## src/rtl/move_arbiter.sv

```systemverilog
// rtl/move_arbiter.sv - piece-move arbiter between keyboard/gravity sources and the board datapath
//
// Purpose: collects keyboard commands (with auto-repeat) and gravity ticks,
// issues one move at a time over the mv_req/mv_ack handshake and sequences
// the lock/spawn phase after a blocked downward move.
//
// Optional feature macro: MOVE_ARB_HARD_DROP_EN (space bar hard drop).
//
// Ports:
//   CLOCK_50     in   system clock, rising edge
//   reset        in   asynchronous active-high reset
//   enable       in   gameplay active; low blocks new requests
//   key_code     in   [7:0] current make code, 8'h00 = no key
//   grav_tick    in   one-cycle gravity pulse
//   rep_tick     in   one-cycle auto-repeat time base
//   mv_ack       in   datapath accepted/evaluated current move
//   mv_blocked   in   qualifies mv_ack: move collided
//   spawn_done   in   datapath finished lock and spawned next piece
//   mv_req       out  move request valid
//   mv_op        out  [2:0] 1=LEFT 2=RIGHT 3=SOFT_DOWN 4=ROTATE 5=GRAV_DOWN
//   lock_pulse   out  one-cycle: piece must lock
//   grav_dropped out  one-cycle: gravity tick lost
module move_arbiter #(
  parameter int REPEAT_DELAY = 4,
  parameter int REPEAT_RATE  = 2
) (
  input  logic       CLOCK_50,
  input  logic       reset,
  input  logic       enable,
  input  logic [7:0] key_code,
  input  logic       grav_tick,
  input  logic       rep_tick,
  input  logic       mv_ack,
  input  logic       mv_blocked,
  input  logic       spawn_done,
  output logic       mv_req,
  output logic [2:0] mv_op,
  output logic       lock_pulse,
  output logic       grav_dropped
);

  localparam logic [2:0] OP_NONE  = 3'd0;
  localparam logic [2:0] OP_LEFT  = 3'd1;
  localparam logic [2:0] OP_RIGHT = 3'd2;
  localparam logic [2:0] OP_SOFT  = 3'd3;
  localparam logic [2:0] OP_ROT   = 3'd4;
  localparam logic [2:0] OP_GRAV  = 3'd5;

  typedef enum logic [1:0] {S_IDLE, S_ISSUE, S_LOCK_WAIT} state_t;

  state_t     r_state;
  logic [7:0] r_prev_code;
  logic [3:0] r_rep_cnt;
  logic       r_rep_first;   // first auto-repeat already fired for this hold
  logic       r_key_pend;
  logic [2:0] r_key_op;
  logic       r_grav_pend;
  logic       r_mv_req;
  logic [2:0] r_mv_op;
  logic       r_lock_pulse;
  logic       r_grav_dropped;

  logic [2:0] w_cmd;
  logic       w_changed;
  logic       w_press;
  logic       w_repeatable;
  logic       w_rep_step;
  logic [3:0] w_rep_cnt_nxt;
  logic       w_rep_fire;
  logic       w_key_set;
  logic       w_idle_en;
  logic       w_drop_go;
  logic       w_drop_active;
  logic       w_key_clr;
  logic       w_grav_issue;
  logic       w_ack;
  logic       w_grav_clr;

  always_comb begin
    w_cmd = OP_NONE;
    case (key_code)
      8'h1C:   w_cmd = OP_LEFT;
      8'h23:   w_cmd = OP_RIGHT;
      8'h1B:   w_cmd = OP_SOFT;
      8'h1D:   w_cmd = OP_ROT;
      default: w_cmd = OP_NONE;
    endcase
  end

  assign w_changed     = (key_code != r_prev_code);
  assign w_press       = w_changed && (w_cmd != OP_NONE);
  assign w_repeatable  = (w_cmd == OP_LEFT) || (w_cmd == OP_RIGHT) || (w_cmd == OP_SOFT);
  assign w_rep_step    = !w_changed && w_repeatable && rep_tick;
  assign w_rep_cnt_nxt = r_rep_cnt + 4'd1;
  // First repeat waits REPEAT_DELAY ticks, later ones REPEAT_RATE ticks.
  assign w_rep_fire    = w_rep_step &&
                         (r_rep_first ? (w_rep_cnt_nxt == 4'(REPEAT_RATE))
                                      : (w_rep_cnt_nxt == 4'(REPEAT_DELAY)));
  assign w_key_set     = w_press || w_rep_fire;

`ifdef MOVE_ARB_HARD_DROP_EN
  logic r_drop_pend;
  logic r_dropping;   // hard drop in progress until a blocked ack
  logic w_drop_press;
  assign w_drop_press  = w_changed && (key_code == 8'h29);
  assign w_drop_go     = w_idle_en && (r_drop_pend || r_dropping);
  assign w_drop_active = r_drop_pend || r_dropping;
`else
  assign w_drop_go     = 1'b0;
  assign w_drop_active = 1'b0;
`endif

  assign w_idle_en    = (r_state == S_IDLE) && enable;
  assign w_key_clr    = w_idle_en && !w_drop_go && r_key_pend;
  assign w_grav_issue = w_idle_en && !w_drop_go && !r_key_pend && r_grav_pend;
  assign w_ack        = (r_state == S_ISSUE) && mv_ack;
  // An unblocked soft drop already moved the piece one row, so it consumes gravity.
  assign w_grav_clr   = w_grav_issue || (w_ack && (r_mv_op == OP_SOFT) && !mv_blocked);

  always_ff @(posedge CLOCK_50 or posedge reset) begin
    if (reset) begin
      r_state        <= S_IDLE;
      r_prev_code    <= 8'h00;
      r_rep_cnt      <= 4'd0;
      r_rep_first    <= 1'b0;
      r_key_pend     <= 1'b0;
      r_key_op       <= OP_NONE;
      r_grav_pend    <= 1'b0;
      r_mv_req       <= 1'b0;
      r_mv_op        <= OP_NONE;
      r_lock_pulse   <= 1'b0;
      r_grav_dropped <= 1'b0;
`ifdef MOVE_ARB_HARD_DROP_EN
      r_drop_pend    <= 1'b0;
      r_dropping     <= 1'b0;
`endif
    end else begin
      r_prev_code    <= key_code;
      r_lock_pulse   <= 1'b0;
      r_grav_dropped <= 1'b0;

      if (!enable || w_changed) begin
        r_rep_cnt   <= 4'd0;
        r_rep_first <= 1'b0;
      end else if (w_rep_step) begin
        if (w_rep_fire) begin
          r_rep_cnt   <= 4'd0;
          r_rep_first <= 1'b1;
        end else begin
          r_rep_cnt   <= w_rep_cnt_nxt;
        end
      end

      if (w_key_set) r_key_op <= w_cmd;

      // Set beats clear, so an event on the issue edge is never lost.
      if (!enable || w_drop_active) begin
        r_key_pend  <= 1'b0;
        r_grav_pend <= 1'b0;
      end else begin
        r_key_pend     <= w_key_set || (r_key_pend && !w_key_clr);
        r_grav_pend    <= grav_tick || (r_grav_pend && !w_grav_clr);
        r_grav_dropped <= grav_tick && r_grav_pend && !w_grav_clr;
      end

`ifdef MOVE_ARB_HARD_DROP_EN
      if (!enable) begin
        r_drop_pend <= 1'b0;
        r_dropping  <= 1'b0;
      end else begin
        if (w_drop_go) begin
          r_drop_pend <= 1'b0;
          r_dropping  <= 1'b1;
        end else if (w_drop_press && !r_dropping) begin
          r_drop_pend <= 1'b1;
        end
        if (w_ack && mv_blocked) r_dropping <= 1'b0;
      end
`endif

      case (r_state)
        S_IDLE: begin
          if (w_drop_go || w_key_clr) begin
            r_mv_req <= 1'b1;
            r_mv_op  <= w_drop_go ? OP_SOFT : r_key_op;
            r_state  <= S_ISSUE;
          end else if (w_grav_issue) begin
            r_mv_req <= 1'b1;
            r_mv_op  <= OP_GRAV;
            r_state  <= S_ISSUE;
          end
        end
        S_ISSUE: begin
          // Request is held regardless of enable until the datapath answers.
          if (mv_ack) begin
            r_mv_req <= 1'b0;
            r_mv_op  <= OP_NONE;
            if (((r_mv_op == OP_SOFT) || (r_mv_op == OP_GRAV)) && mv_blocked) begin
              r_lock_pulse <= 1'b1;
              r_state      <= S_LOCK_WAIT;
            end else begin
              r_state      <= S_IDLE;
            end
          end
        end
        S_LOCK_WAIT: begin
          if (spawn_done) r_state <= S_IDLE;
        end
        default: r_state <= S_IDLE;
      endcase
    end
  end

  assign mv_req       = r_mv_req;
  assign mv_op        = r_mv_op;
  assign lock_pulse   = r_lock_pulse;
  assign grav_dropped = r_grav_dropped;

endmodule

```

## config.mk

```make
export PLATFORM = sky130hd
export DESIGN_NAME = move_arbiter
export DESIGN_NICKNAME = d
export VERILOG_FILES = /design/src/rtl/move_arbiter.sv
export SDC_FILE = /design/constraint.sdc
export NUM_CORES = 1
export LEC_CHECK = 0
export BUFFER_PORTS_ARGS = -buffer_cell sky130_fd_sc_hd__buf_4
export CORE_ASPECT_RATIO = 1.5
export CORE_UTILIZATION = 23
export DETAILED_ROUTE_END_ITERATION = 10
export PLACE_DENSITY = 0.38
export SYNTH_ARGS = -nofsm -noshare
export SYNTH_HDL_FRONTEND = slang
export SYNTH_SLANG_ARGS = --single-unit
```

## constraint.sdc

```tcl
create_clock -name CLOCK_50 -period 5.48 [get_ports CLOCK_50]
set_input_delay 0.822 -clock CLOCK_50 [delete_from_list [all_inputs] [get_ports CLOCK_50]]
set_output_delay 0.822 -clock CLOCK_50 [all_outputs]
set_load 0.02 [all_outputs]
```

==> impl_metrics.yaml <==
setup_path:
  crit_path_start_kind: "flip-flop"
  crit_fanout: 8
  cp.arrival_ns: 2.24
  ff2ff_setup_slack_ns: 3.38
  reg2reg_depth: 6
  crit_type: "flip-flop to flip-flop"
  critPathCaptureType: "flip-flop"
  critPathRequiredTime_ns: 5.62
floorplanning:
  fp.dieArea_um2: 5950
  std_cell_rows: 33
  start_util_pct: 23.8
  die_w_um: 63.3
  core_area_um2: 5450
  die_h_um: 94.0
  ios: 22
finish:
  final_cells: 217
  area_growth_pct: 23.1
  final_util_pct: 29.3
  final_common_cell: "dfrtp_1"
  drive_gt1_share_pct: 21.8
  n_antenna_cell: 0
  layout_common_cells: "26 x dfrtp_1, 21 x buf_4, 9 x nand2_1, 8 x nor2_1, 8 x xnor2_1"
  nets: 165
route:
  drt-total-wl_mm: 2.76
  drt-vias-per-instance: 4.67
  drtIter0Drc: 24
  vias: 1014
  drcViolationCount: 0
  dr.pass1.iters: 4
  ant_nets: 0
  wl_per_cell_um: 12.7
clock_network:
  clk_latency_ns: 0.27
  cts_sinks: 26
  tritoncts: "yes"
  cts_buffer_depth: 2
  clk_pin_slew_ns: 0.09
  cts_resized: 0
  root_buffer: "clkbuf_8"
  htree_num_levels: 1
  ctsHoldBuffers: 0
  cts_buffers: 3
  post_cts_buffers: 0
pwr:
  p_leak_uw: 0.000687
  finalPower_uw: 414
  powerDensity_nw_per_um2: 259
  ir_drop_mv: 0.106
sta:
  rsz0062_at_grt: "no"
  setup_viol: 0
  finClkSkew_ns: 0.00242
  slew_headroom_pct: 29.6
  post-route-period-util_pct: 38.3
  timing.final.ws_setup_ns: 3.38
  slew_viol_final: 0
  max_slew.worst_pin.slew_ns: 1.06
  clock.fmax_ghz: 0.476
  setup-tns-final_ns: 0
  min_period_ns: 2.10
  final_hold_viol_count: 0
place:
  gp_congestion: 0.678
  hpwl_mm: 2.06
  place_ws_ns: 3.32
  portBuffers: 21
  placed_cells: 213
min_path:
  whs_path_depth: 1
  min_path_type: "flip-flop to flip-flop"
synthesis:
  ys_types: 39
  yosysSeqAreaShare_pct: 50.1
  syn_nets: 139
  syn_area_um2: 1300
  syn-mean-instance-area_um2: 10.6
  synth_seq_cells: 26
  synthCells: 122
  yosys_warnings: 0
global_routing:
  grt_pass1_wl_mm: 4.60
  grt-ovfl-total: 0
  grt_pass1_vias: 965
  gr-usage-all-layers_pct: 10.1
  grt_max_degree: 27
  antenna_found_initial: 0
job:
  max-cap-violations: 0
status:
  status: "completed"
## worst max-delay path: stages, from the launching register on
cell	delay (ns)
dfrtp_1	0.45
ha_1	0.34
or2_1	0.22
mux2i_1	0.22
nand3_2	0.21
o311ai_0	0.39
o211ai_1	0.14
## cell usage after synthesis
master	n	area (um2)
dfrtp_1	26	651
nand2_1	9	33.8
nor2_1	8	30.0
xnor2_1	8	70.1
o21ai_0	7	35.0
a21oi_1	5	25.0
inv_1	5	18.8
o311ai_0	5	43.8
a31oi_1	4	25.0
xor2_1	4	35.0
a21o_1	3	22.5
nand3_1	3	15.0
nand4_1	3	18.8
nor3b_1	3	22.5
and3b_1	2	17.5
nand3b_1	2	15.0
o211ai_1	2	15.0
or2_1	2	12.5
and2_1	1	6.26
and3_1	1	6.26
and3b_2	1	10.0
and4_1	1	8.76
ha_1	1	12.5
mux2i_1	1	10.0
nand2b_1	1	6.26
nand3_2	1	10.0
nand4b_1	1	8.76
nand4bb_1	1	11.3
nor3_1	1	5.00
nor3_2	1	10.0
o211a_1	1	10.0
o211ai_4	1	21.3
o21a_2	1	8.76
o21ai_1	1	5.00
o21ba_2	1	10.0
o32a_1	1	10.0
or2_2	1	6.26
or3_1	1	6.26
or3b_1	1	8.76
## final timing paths
| check | from | to |
|---|---|---|
| setup / recovery | r_rep_cnt[0] | r_key_op[1] |
| hold / removal | mv_req | mv_req |
| setup reg to reg | r_rep_cnt[0] | r_key_op[1] |
| hold reg to reg | mv_req | mv_req |
| max in group asynchronous | reset | r_prev_code[0] |
| min in group asynchronous | reset | r_rep_cnt[2] |
## power by group
part | internal [uW] | switching [uW]
logic | 32.9 | 35.8
registers | 207 | 12.7
clock network | 64.3 | 61.3
## through the flow
step | cell area, um2 | hold slack, ns
after floorplan | 1300 | 0.479
after detailed placement | 1540 | 0.471
after global routing | 1600 | 0.518
after global placement | 1540 | 0.461
final | 1600 | 0.491
after CTS | 1600 | 0.494
## per-layer routing
layer	GRT usage, %	wire length [um]	vias to the layer above
li1	-	-	502
met1	11.5	1170	479
met2	18.3	1420	28
met3	1.94	128	5
met4	3.98	44	0
met5	0	0	-
## cells by family after synthesis
logic type | synth area share, %
flops | 50.1
compound gates | 17.8
simple gates | 20.7
buf+inv | 1.45
fa+ha+maj | 0.964
mux | 0.771
xor+xnor | 8.10
## area by class of cell
class | count | area (um2)
flip-flops and latches | 26 | 651
clock buffers | 4 | 55.1
repair buffers | 21 | 158
well taps | 70 | 87.6
fillers | 569 | 3850
inverters | 5 | 18.8
multi-input cells | 91 | 628
## registers in the layout (all words and copies together) (netlist names)
signal,flops
mv_op,3
r_state,2
mv_req,1
r_rep_cnt,4
r_key_op,3
r_prev_code,8
r_rep_first,1
r_key_pend,1
r_grav_pend,1
lock_pulse,1
grav_dropped,1
(Power assumes the default switching activity.)
